<file path="src/rtl/ifetch_unit.sv">
// rtl/ifetch_unit.sv - instruction fetch front end with instruction queue and branch prediction
//
// Fetches one 32-bit word at a time from the memory controller, predicts the
// next PC for JAL and conditional branches, and buffers {inst, PC, prediction}
// in a circular instruction queue for the decoder. Fetch parks on a JALR until
// the decoder returns the resolved target; a ROB rollback flushes the queue and
// redirects fetch.
//
// Optional feature macro: IFETCH_BHT_EN
//   defined   - 2^BHT_BITS two-bit saturating counters predict branches and
//               are trained by br_upd / br_upd_pc / br_upd_taken
//   undefined - static backward-taken prediction; training inputs ignored
//
// Ports:
//   clk, rst                      clock, synchronous active-high reset
//   rdy                           global enable; low freezes all state
//   rollback, rollback_pc         flush and redirect from the ROB
//   mem_req, mem_addr             fetch request (registered, held until mem_done)
//   mem_done, mem_data            returned word, one-cycle pulse
//   inst_rdy, inst, inst_PC,
//   inst_is_Jump                  queue head presented to the decoder
//   dec_done                      decoder consumed the head this cycle
//   jalr_pause_rej, jalr_pc       resolved JALR target
//   br_upd, br_upd_pc,
//   br_upd_taken                  committed branch outcome for BHT training

module ifetch_unit #(
   parameter int          IQ_DEPTH = 16,
   parameter logic [31:0] RESET_PC = 32'h0,
   parameter int          BHT_BITS = 6
) (
   input  logic        clk,
   input  logic        rst,
   input  logic        rdy,
   input  logic        rollback,
   input  logic [31:0] rollback_pc,
   output logic        mem_req,
   output logic [31:0] mem_addr,
   input  logic        mem_done,
   input  logic [31:0] mem_data,
   output logic        inst_rdy,
   output logic [31:0] inst,
   output logic [31:0] inst_PC,
   output logic        inst_is_Jump,
   input  logic        dec_done,
   input  logic        jalr_pause_rej,
   input  logic [31:0] jalr_pc,
   input  logic        br_upd,
   input  logic [31:0] br_upd_pc,
   input  logic        br_upd_taken
);

   localparam int PW = $clog2(IQ_DEPTH);
   localparam int CW = PW + 1;

   localparam logic [6:0] OP_JAL    = 7'b1101111;
   localparam logic [6:0] OP_JALR   = 7'b1100111;
   localparam logic [6:0] OP_BRANCH = 7'b1100011;

   typedef enum logic [1:0] {S_IDLE, S_WAIT, S_JALR_WAIT} state_t;

   state_t          state, state_nxt;
   logic [31:0]     pc, pc_nxt;
   logic            req_nxt;
   logic [31:0]     addr_nxt;
   logic            enq, deq, taken_pred, enq_pred;

   logic [31:0]     q_inst [IQ_DEPTH];
   logic [31:0]     q_pc   [IQ_DEPTH];
   logic            q_pred [IQ_DEPTH];
   logic [PW-1:0]   head, tail;
   logic [CW-1:0]   count;

   logic [31:0]     imm_j, imm_b;

   assign imm_j = {{11{mem_data[31]}}, mem_data[31], mem_data[19:12], mem_data[20],
                   mem_data[30:21], 1'b0};
   assign imm_b = {{19{mem_data[31]}}, mem_data[31], mem_data[7], mem_data[30:25],
                   mem_data[11:8], 1'b0};

`ifdef IFETCH_BHT_EN
   logic [1:0]          bht [2**BHT_BITS];
   logic [BHT_BITS-1:0] bht_rd_idx, bht_wr_idx;

   assign bht_rd_idx = pc[BHT_BITS+1:2];
   assign bht_wr_idx = br_upd_pc[BHT_BITS+1:2];
   assign taken_pred = bht[bht_rd_idx][1];

   // Training runs regardless of rollback; a same-cycle lookup sees the old value.
   always_ff @(posedge clk) begin
      if (rst) begin
         for (int i = 0; i < 2**BHT_BITS; i++) bht[i] <= 2'b01;
      end else if (rdy && br_upd) begin
         if (br_upd_taken && bht[bht_wr_idx] != 2'b11)
            bht[bht_wr_idx] <= bht[bht_wr_idx] + 2'b01;
         else if (!br_upd_taken && bht[bht_wr_idx] != 2'b00)
            bht[bht_wr_idx] <= bht[bht_wr_idx] - 2'b01;
      end
   end

   wire unused_bht = &{1'b0, br_upd_pc[31:BHT_BITS+2], br_upd_pc[1:0]};
`else
   // Backward branches (negative offset) predicted taken.
   assign taken_pred = mem_data[31];

   wire unused_bht = &{1'b0, br_upd, br_upd_pc, br_upd_taken};
`endif

   // Head presentation; rollback hides the head in the flush cycle itself.
   assign inst_rdy     = (count != '0) && !rollback;
   assign inst         = (count != '0) ? q_inst[head] : 32'h0;
   assign inst_PC      = (count != '0) ? q_pc[head]   : 32'h0;
   assign inst_is_Jump = (count != '0) ? q_pred[head] : 1'b0;

   always_comb begin
      state_nxt = state;
      pc_nxt    = pc;
      req_nxt   = mem_req;
      addr_nxt  = mem_addr;
      enq       = 1'b0;
      enq_pred  = 1'b0;
      deq       = dec_done && inst_rdy;
      if (rollback) begin
         state_nxt = S_IDLE;
         pc_nxt    = rollback_pc;
         req_nxt   = 1'b0;
      end else begin
         case (state)
            S_IDLE: begin
               if (count < CW'(IQ_DEPTH)) begin
                  req_nxt   = 1'b1;
                  addr_nxt  = {pc[31:2], 2'b00};
                  state_nxt = S_WAIT;
               end
            end
            S_WAIT: begin
               if (mem_done) begin
                  enq     = 1'b1;
                  req_nxt = 1'b0;
                  if (mem_data[6:0] == OP_JALR) begin
                     state_nxt = S_JALR_WAIT;
                  end else begin
                     state_nxt = S_IDLE;
                     pc_nxt    = pc + 32'd4;
                     if (mem_data[6:0] == OP_JAL) begin
                        pc_nxt   = pc + imm_j;
                        enq_pred = 1'b1;
                     end else if (mem_data[6:0] == OP_BRANCH) begin
                        enq_pred = taken_pred;
                        if (taken_pred) pc_nxt = pc + imm_b;
                     end
                  end
               end
            end
            S_JALR_WAIT: begin
               if (jalr_pause_rej) begin
                  pc_nxt    = jalr_pc;
                  state_nxt = S_IDLE;
               end
            end
            default: state_nxt = S_IDLE;
         endcase
      end
   end

   always_ff @(posedge clk) begin
      if (rst) begin
         state    <= S_IDLE;
         pc       <= RESET_PC;
         mem_req  <= 1'b0;
         mem_addr <= 32'h0;
         head     <= '0;
         tail     <= '0;
         count    <= '0;
      end else if (rdy) begin
         state    <= state_nxt;
         pc       <= pc_nxt;
         mem_req  <= req_nxt;
         mem_addr <= addr_nxt;
         if (rollback) begin
            head  <= '0;
            tail  <= '0;
            count <= '0;
         end else begin
            if (enq) begin
               q_inst[tail] <= mem_data;
               q_pc[tail]   <= pc;
               q_pred[tail] <= enq_pred;
               tail         <= tail + 1'b1;
            end
            if (deq) head <= head + 1'b1;
            if (enq && !deq)      count <= count + 1'b1;
            else if (!enq && deq) count <= count - 1'b1;
         end
      end
   end

endmodule
</file>
<file path="config.mk">
export PLATFORM = sky130hd
export DESIGN_NAME = ifetch_unit
export DESIGN_NICKNAME = d
export VERILOG_FILES = /design/src/rtl/ifetch_unit.sv
export SDC_FILE = /design/constraint.sdc
export NUM_CORES = 1
export LEC_CHECK = 0
export ABC_AREA = 1
export BUFFER_PORTS_ARGS = -buffer_cell sky130_fd_sc_hd__buf_2
export CAP_MARGIN = 20
export CELL_PAD_IN_SITES_DETAIL_PLACEMENT = 1
export CELL_PAD_IN_SITES_GLOBAL_PLACEMENT = 1
export CORE_ASPECT_RATIO = 0.6
export CORE_MARGIN = 2
export CORE_UTILIZATION = 50
export CTS_BUF_LIST = sky130_fd_sc_hd__clkbuf_8 sky130_fd_sc_hd__clkbuf_16
export DETAILED_ROUTE_END_ITERATION = 10
export GPL_ROUTABILITY_DRIVEN = 0
export PLACE_DENSITY_LB_ADDON = 0.2
export SLEW_MARGIN = 20
export SYNTH_ARGS = -nofsm -noshare
export SYNTH_HDL_FRONTEND = slang
export SYNTH_SLANG_ARGS = --single-unit
</file>
<file path="constraint.sdc">
create_clock -name clk -period 5.46 [get_ports clk]
set_clock_uncertainty 0.2 [all_clocks]
set_input_delay 0.546 -clock clk [delete_from_list [all_inputs] [get_ports clk]]
set_output_delay 0.546 -clock clk [all_outputs]
set_load 0.01 [all_outputs]
</file>
Word level (Yosys, flattened, before mapping)
Memories as Yosys holds them, arrays and structs flattened. A register that Yosys moved wholly into a read port is not among the register bits.
Index checks and enable logic that the tools add are counted.
Widths: inputs -> output; s select.
{"block": "totals", "ff_bits": 78, "latchBits": 0, "mem_bits_rw": 1040, "romBits": 0, "inputBits": 137, "out_inout_bits": 99, "word_cells": 97, "mem_count": 3}
{"memory": "q_inst", "words": 16, "width": 32, "read_ports": 1, "rd_ports_with_merged_regs": 1, "wr": 1, "line_no": "68", "rtl": "logic [31:0] q_inst [IQ_DEPTH];"}
{"memory": "q_pc", "words": 16, "width": 32, "read_ports": 1, "rd_ports_with_merged_regs": 1, "wr": 1, "line_no": "69", "rtl": "logic [31:0] q_pc [IQ_DEPTH];"}
{"memory": "q_pred", "words": 16, "width": 1, "read_ports": 1, "rd_ports_with_merged_regs": 1, "wr": 1, "line_no": "70", "rtl": "logic q_pred [IQ_DEPTH];"}
{"block": "op_classes", "add_sub_neg": 7, "mul": 0, "div": 0, "order_cmp": 1, "eq_ne": 9, "n_shift": 0, "n_mux": 48, "n_bitwise": 1, "reduce_logical": 21}
{"operator": "$mux 32", "count": 9}
{"operator": "$add 32x32->32", "count": 2}
{"operator": "$pmux 32 s2", "count": 1}
{"operator": "$mux 4", "count": 10}
{"operator": "$add 32x3->32 const B", "count": 1}
{"operator": "$eq 7x7->1 const B", "count": 3}
{"operator": "$mux 1", "count": 18}
{"operator": "$mux 5", "count": 3}
{"operator": "$ne 3x3->1 const B", "count": 4}
{"operator": "$reduce_and 4->1", "count": 3}
{"operator": "$mux 2", "count": 5}
{"operator": "$reduce_bool 3->1", "count": 3}
{"operator": "$add 4x1->4 const B", "count": 2}
{"operator": "$pmux 2 s3", "count": 1}
{"operator": "$reduce_and 2->1", "count": 3}
{"operator": "$add 5x1->5 const B", "count": 1}
{"operator": "$lt 5x5->1 const B", "count": 1}
{"operator": "$reduce_and 5->1", "count": 1}
{"operator": "$reduce_bool 5->1", "count": 1}
{"operator": "$sub 5x1->5 const B", "count": 1}
{"operator": "$logic_and 1x1->1", "count": 4}
{"operator": "$reduce_bool 2->1", "count": 2}
{"operator": "$logic_not 1->1", "count": 3}
{"operator": "$eq 2x1->1 const B", "count": 1}
{"operator": "other kinds (4)", "count": 4}

Longest topological paths before layout
Gate-level depths: netlist of run 1.
{"block": "depth", "word_depth": 8, "ltp_mapped": 18, "ltp_nobuf": 18}

Least setup slack after synthesis of run 1
Ideal clock, no wire load.
{"block": "synth_timing", "kind": "in2reg", "start": "in mem_done", "end": "mem q_inst[0][0], enable pin", "setup_ps": 488, "t_arrival_ps": 4229, "required_ps": 4772, "path_slack_ps": 542, "path_stages": 8, "path_buffers": 0, "path_cell_list": "inv_1 nor3_1 nand2_1 nor2_1 inv_1 nor2_1 nand2_1 nor2_1"}
{"block": "synth_via", "elab_chain_cells": 8}
{"element": "start, declared", "line_no": "39", "rtl": "input logic mem_done,"}
{"element": "$mux 1", "line_no": "137", "rtl": "if (mem_done) begin"}
{"element": "$mux 1", "line_no": "128", "rtl": "case (state)"}
{"element": "$mux 1", "line_no": "123", "rtl": "if (rollback) begin"}
{"element": "$mux 1", "line_no": "185", "rtl": "if (enq) begin"}
{"element": "$mux 1", "line_no": "180", "rtl": "if (rollback) begin"}
{"element": "$mux 1", "line_no": "175", "rtl": "end else if (rdy) begin"}
{"element": "$mux 1", "line_no": "167", "rtl": "if (rst) begin"}
{"element": "$mux 1 (implied by the code)", "line_no": "186", "rtl": "q_inst[tail] <= mem_data;"}
{"element": "end, declared", "line_no": "68"}
No other way between the ends.

==> impl_metrics.json, run 1 <==
{
  "status": "complete, no violations",
  "r2r_cells": 17,
  "ys_seq_elements": 1122,
  "fp.dieArea_um2": 100000,
  "grt_pass1_vias": 38400,
  "yosysWarnings": 0,
  "synth_ff_type": "edfxtp_1",
  "hold_violations": 0,
  "dr.pass1.iters": 6,
  "num_vias": 37900,
  "cp_max_fo": 110,
  "syn_area_per_cell_um2": 11.2,
  "crit_path_end_kind": "primary output",
  "r2r-start": "pc[11]$_SDFFE_PP0P_",
  "htreeDepth": 3,
  "grt_pass1_wl_mm": 254,
  "period_minus_slack_ns": 4.59,
  "wire_per_inst_um": 29.4,
  "reg2reg_slack_ns": 0.98,
  "fmax_mhz": 218,
  "drtAntennaViolNets": 0,
  "syn_area_um2": 48900,
  "syn2layout_area_growth_pct": 13.3,
  "finalSetupTns_ns": 0,
  "dp_hpwl_mm": 106,
  "cts_made_buffers": 102,
  "fin_crit_sh_pct": 84.1,
  "final.fill_count": 10000,
  "cts.reportedPaths.clkPinSlew_ns": 0.07,
  "rsz0062_at_grt": "no",
  "via_per_inst": 6.40,
  "reg2reg_to": "pc[19]$_SDFFE_PP0P_",
  "wirelength_mm": 174,
  "start_kind": "register",
  "critPathKind": "register to primary output",
  "antenna_found_initial": 3,
  "num_rows": 88,
  "tritoncts": "yes",
  "p_leak_nw": 19.7,
  "ys_types": 52,
  "grt_max_degree": 175,
  "io_buffers": 199,
  "drc": 0,
  "fp.dieH_um": 246,
  "post-cts-setup-buffers": 0,
  "worst_pin_slew_ns": 1.24,
  "drv_slew": 0,
  "initial_core_util_pct": 50.7,
  "drive_gt1_share_pct": 11.1,
  "final_nets": 4728,
  "min_path_type": "input port to register",
  "fin_cells": 5930,
  "synth_enable_flop_cells": 1040,
  "min_from": "rollback_pc[28]",
  "synth_top_area_share_pct": 63.8,
  "cts_root_buf": "clkbuf_16",
  "io_pins": 236,
  "p_comb_share_pct": 10.3,
  "grt_overflow": 0,
  "drv_cap": 0,
  "timing.hold.ws_ns": 0.0318,
  "netlist_top_cells_count": "edfxtp_1 (1,040), nor2_1 (701), o21ai_0 (555)",
  "synthTopCellsByArea": "edfxtp_1 (64%), o21ai_0 (5.7%), nor2_1 (5.4%), nand2_1 (3.8%), o221ai_1 (3.4%)",
  "p_int_w": 0.0139,
  "grt_usage_pct": 34.2,
  "power.switching_w": 0.00491,
  "top_layer": "met5",
  "pwr-share-clk_pct": 39.1,
  "switching_share_pct": 26.0,
  "setup_viol": 0,
  "met1_length_mm": 74.2,
  "met3_length_mm": 18.0,
  "utilization_pct": 57.4,
  "synth_area_leader_cell": "edfxtp_1",
  "cp.required_ns": 4.71,
  "regArea_um2": 32900,
  "clockBufferDepth": 3,
  "synthCells": 4372,
  "p_per_area_nw_per_um2": 340,
  "drt-initial-drc-count": 4839,
  "yosysSeqAreaShare_pct": 67.2,
  "multiInputGateArea_um2": 14200,
  "insertion_delay_ns": 0.74,
  "async_flop_share_pct": 0,
  "endpoint": "inst[20]",
  "seqPwrFrac_pct": 50.6,
  "dp_cells": 5710,
  "slew_headroom_pct": 17.5,
  "clock-sinks": 1122,
  "worstPathArrival_ns": 3.85,
  "design.core.area_um2": 96600,
  "ir_worst_vdd_mv": 0.253,
  "met2WireLength_mm": 76.9,
  "yosysMostFrequentCell": "edfxtp_1",
  "dieWidth_um": 408
}
## power groups by stage
stage               combinational [W]  clock [W]  sequential (W)
floorplan                    0.000994          0         0.00971
global placement              0.00177          0         0.00972
detailed placement            0.00183          0         0.00972
CTS                           0.00187    0.00742         0.00953
global route                  0.00205    0.00775         0.00954
finish                        0.00193    0.00737         0.00954
## final cells by class
type	instances	area share, %
tap	1305	2.95
timing repair buffer	325	4.34
sequential	1122	59.3
multi-input combinational	2742	25.6
inverter	243	1.68
clock buffer	106	4.72
clock inverter	86	1.39
antenna	1	0.00451
## worst min path at each step
| stage | to | slack, ns | depth (start not counted) |
|---|---|---|---|
| detailed placement | mem_addr[3]$_SDFFE_PP0P_ | 0.29 | 2 |
| floorplan | state[0]$_SDFFE_PP0P_ | 0.27 | 2 |
| finish | pc[28]$_SDFFE_PP0P_ | 0.03 | 5 |
| CTS | pc[5]$_SDFFE_PP0P_ | 0.0008 | 3 |
| global route | q_inst[1][21]$_DFFE_PP_ | 0.03 | 1 |
| global placement | state[0]$_SDFFE_PP0P_ | 0.29 | 2 |
## placed cells by master, fill, tap and decap left out, types with 8 or more instances in the layout
cell           synthesis  final
inv_2                 16     15
buf_12                 0     32
o21bai_1              16     16
buf_2                 57    199
dlygate4sd3_1          0     26
nand2_1              498    498
edfxtp_1            1040   1040
xor2_1                29     29
buf_4                  5     68
nor2_4                 2     19
nand4_1               24     24
or2_2                  8      8
o21ai_0              555    555
o211ai_1              81     81
o221ai_1             189    189
inv_1                225    251
nand3_1              168    168
bufinv_16              0     10
o22ai_1               90     90
a21oi_1              200    200
clkbuf_16              0    103
clkinv_2               0     17
ha_1                  52     52
o21ai_1               53     53
nor3_1                21     21
clkinv_1               2     21
nor2_1               701    685
dfxtp_1               82     78
## routing by layer
layer	GRT usage, %	vias up
met4	11.0	4
met1	49.0	19500
met3	8.62	334
met2	51.5	1909
li1	-	16200
met5	0	-
## per-stage QoR
step / total power [W] / cell area [um^2] / setup WS [ns]
3_3_place_gp: 0.0115 / 51800 / 1.64
4_1_cts: 0.0188 / 55400 / 0.886
2_1_floorplan: 0.0107 / 48900 / 0.542
5_1_grt: 0.0193 / 55400 / 0.672
6_report: 0.0188 / 55400 / 0.866
3_5_place_dp: 0.0116 / 51800 / 1.51
## flip-flops by register name, summed over array words and instances (netlist names), named ones only
name / flops
tail: 4
q_inst: 512
state: 2
q_pc: 512
head: 4
count: 5
pc: 32
mem_addr: 30
mem_req: 1
q_pred: 16
## cells by family (layout without fill, tap and decap cells)
logic type	after synthesis	after routing	synth area share [%]
buf+inv	509	760	4.14
xor+xnor	33	33	0.591
fa+ha+maj	55	55	1.45
compound gates	1206	1206	14.6
flops	1122	1122	67.2
other cells	1	3	0.00766
simple gates	1446	1446	12.0
## timing repair
item | CTS | global route
endpoints found under the hold margin | 89 | 0
hold buffers | 26 | 0
resized for setup | 0 | 0
## critical path, cell delays in order, from the launching register on
cell,delay [ns]
dfxtp_4,0.57
inv_8,0.68
buf_12,0.40
o21ai_0,0.18
o221ai_1,0.33
nand3_1,0.19
a21oi_1,0.39
buf_2,0.21
Power figures use the tool's default switching activity.
==> inputs of run 2 (changes only) <==
clock period = 4.6 ns   (was 5.46 ns; I/O delays follow)
==> run 2 against run 1 <==
Effect of this change: critical endpoint is now inst[25]; largest power group unchanged; highest routed layer unchanged; core utilization grew 0.39 points; die area is the same; register-to-register slack lost 0.53 ns; largest cell class unchanged; critical path type unchanged.
==> impl_metrics.json, run 2 (synthesis results as in run 1) <==
{
  "slowest_delay_ns": 0.77,
  "tritoncts": "yes",
  "dieWidth_um": 408,
  "setup_viol": 0,
  "drv_slew": 0,
  "post-cts-setup-buffers": 0,
  "slew_headroom_pct": 22.8,
  "cp.required_ns": 3.94,
  "insertion_delay_ns": 0.72,
  "initial_core_util_pct": 50.7,
  "seqPwrFrac_pct": 50.6,
  "start_kind": "register",
  "antenna_found_initial": 9,
  "drive_gt1_share_pct": 11.2,
  "drtAntennaViolNets": 0,
  "final_cell_mix": "edfxtp_1 (1,040), nor2_1 (685), o21ai_0 (555)",
  "p_int_w": 0.0166,
  "clockBufferDepth": 3,
  "worst_pin_slew_ns": 1.16,
  "num_rows": 88,
  "dp_hpwl_mm": 105,
  "top_layer": "met5",
  "fin_crit_sh_pct": 91.7,
  "rsz0062_at_grt": "no",
  "p_per_area_nw_per_um2": 400,
  "reg_top3": "q_inst x512, q_pc x512, pc x32",
  "drt-initial-drc-count": 4846,
  "finalSetupTns_ns": 0,
  "grt_usage_pct": 34.3,
  "p_leak_nw": 19.8,
  "fp.dieArea_um2": 100000,
  "cts_made_buffers": 102,
  "worstPathArrival_ns": 3.56,
  "io_pins": 236,
  "final_nets": 4773,
  "critPathKind": "register to primary output",
  "io_buffers": 199,
  "p_comb_share_pct": 10.5,
  "status": "complete, no violations",
  "grt_pass1_vias": 38600,
  "fin_cells": 5971,
  "met2WireLength_mm": 79.3,
  "fmax_mhz": 237,
  "met1_length_mm": 74.0,
  "period_minus_slack_ns": 4.22,
  "wirelength_mm": 176,
  "dp_cells": 5720,
  "num_vias": 38400,
  "clock-sinks": 1122,
  "hold_violations": 0,
  "grt_overflow": 0,
  "drc": 0,
  "cts.reportedPaths.clkPinSlew_ns": 0.07,
  "power.total_w": 0.0223,
  "crit_path_end_kind": "primary output",
  "pwr-share-clk_pct": 38.8,
  "syn2layout_area_growth_pct": 14.1,
  "design.core.area_um2": 96600,
  "htreeDepth": 3,
  "crit_chain": "buf_12 -> o21ai_0 -> o221ai_1 -> nand3_1 -> a21oi_1 -> buf_2",
  "dr.pass1.iters": 8,
  "switching_share_pct": 25.8,
  "met3_length_mm": 18.0,
  "ir_worst_vdd_mv": 0.370,
  "slowest_stage": "dfxtp_4",
  "power.switching_w": 0.00576,
  "mostFrequentLayoutCell": "edfxtp_1",
  "grt_max_degree": 141,
  "cts_root_buf": "clkbuf_16",
  "min_path_type": "input port to register",
  "cp_max_fo": 133,
  "grt_pass1_wl_mm": 255,
  "via_per_inst": 6.44,
  "fp.dieH_um": 246,
  "drv_cap": 0,
  "wire_per_inst_um": 29.4
}
[run 2: worst paths after layout]
| path | startpoint | endpoint | slack (ns) | cells after the start |
|---|---|---|---|---|
| max | register | inst[25] | 0.38 | 6 |
| min | mem_data[17] | q_inst[10][17]$_DFFE_PP_ | 0.02 | 1 |
| max reg2reg | pc[14]$_SDFFE_PP0P_ | pc[19]$_SDFFE_PP0P_ | 0.45 | 14 |
| min reg2reg | state[0]$_SDFFE_PP0P_ | state[0]$_SDFFE_PP0P_ | 0.31 | 2 |
[run 2: final cells by class]
class | instances | area [um^2]
tap | 1305 | 1630
antenna | 2 | 5.00
clock inverter | 85 | 766
timing repair buffer | 370 | 2850
fill | 10100 | 40800
sequential | 1122 | 32900
clock buffer | 102 | 2550
multi-input combinational | 2742 | 14200
inverter | 243 | 932
[run 2: worst max-delay path, delay by kind of cell, from the launching register on]
kind	cells	cell delay, ns
AOI/OAI and AO/OA	3	1.04
DFF	1	0.77
buffers and inverters	2	0.69
and+or+nand+nor	1	0.10
[run 2: repair_timing]
action                                 CTS  global route
hold buffers                            62             0
gates resized for setup                  0             0
endpoints found under the hold margin  335             0
[run 2: layer usage]
layer / vias to the layer above / GRT usage [%]
met4: 8 / 9.30
li1: 16300 / -
met1: 19600 / 49.3
met5: - / 0
met3: 330 / 7.36
met2: 2147 / 53.1
[run 2: stage by stage]
| step | utilization [%] | hold slack [ns] | area, um^2 | worst slack, ns |
|---|---|---|---|---|
| after detailed placement | 53.7 | 0.287 | 51900 | 1.00 |
| after global routing | 57.8 | 0.0189 | 55800 | 0.272 |
| after floorplan | - | 0.269 | 48900 | -0.232 |
| final | 57.8 | 0.0189 | 55800 | 0.384 |
| after CTS | 57.8 | 0.000353 | 55800 | 0.400 |
| after global placement | 53.7 | 0.282 | 51900 | 1.14 |
[run 2: power groups by stage]
stage	Clock, W	Combinational [W]	Sequential [W]
finish	0.00867	0.00236	0.0113
global route	0.00907	0.00250	0.0113
CTS	0.00872	0.00228	0.0113
detailed placement	0	0.00222	0.0115
global placement	0	0.00214	0.0115
floorplan	0	0.00118	0.0115
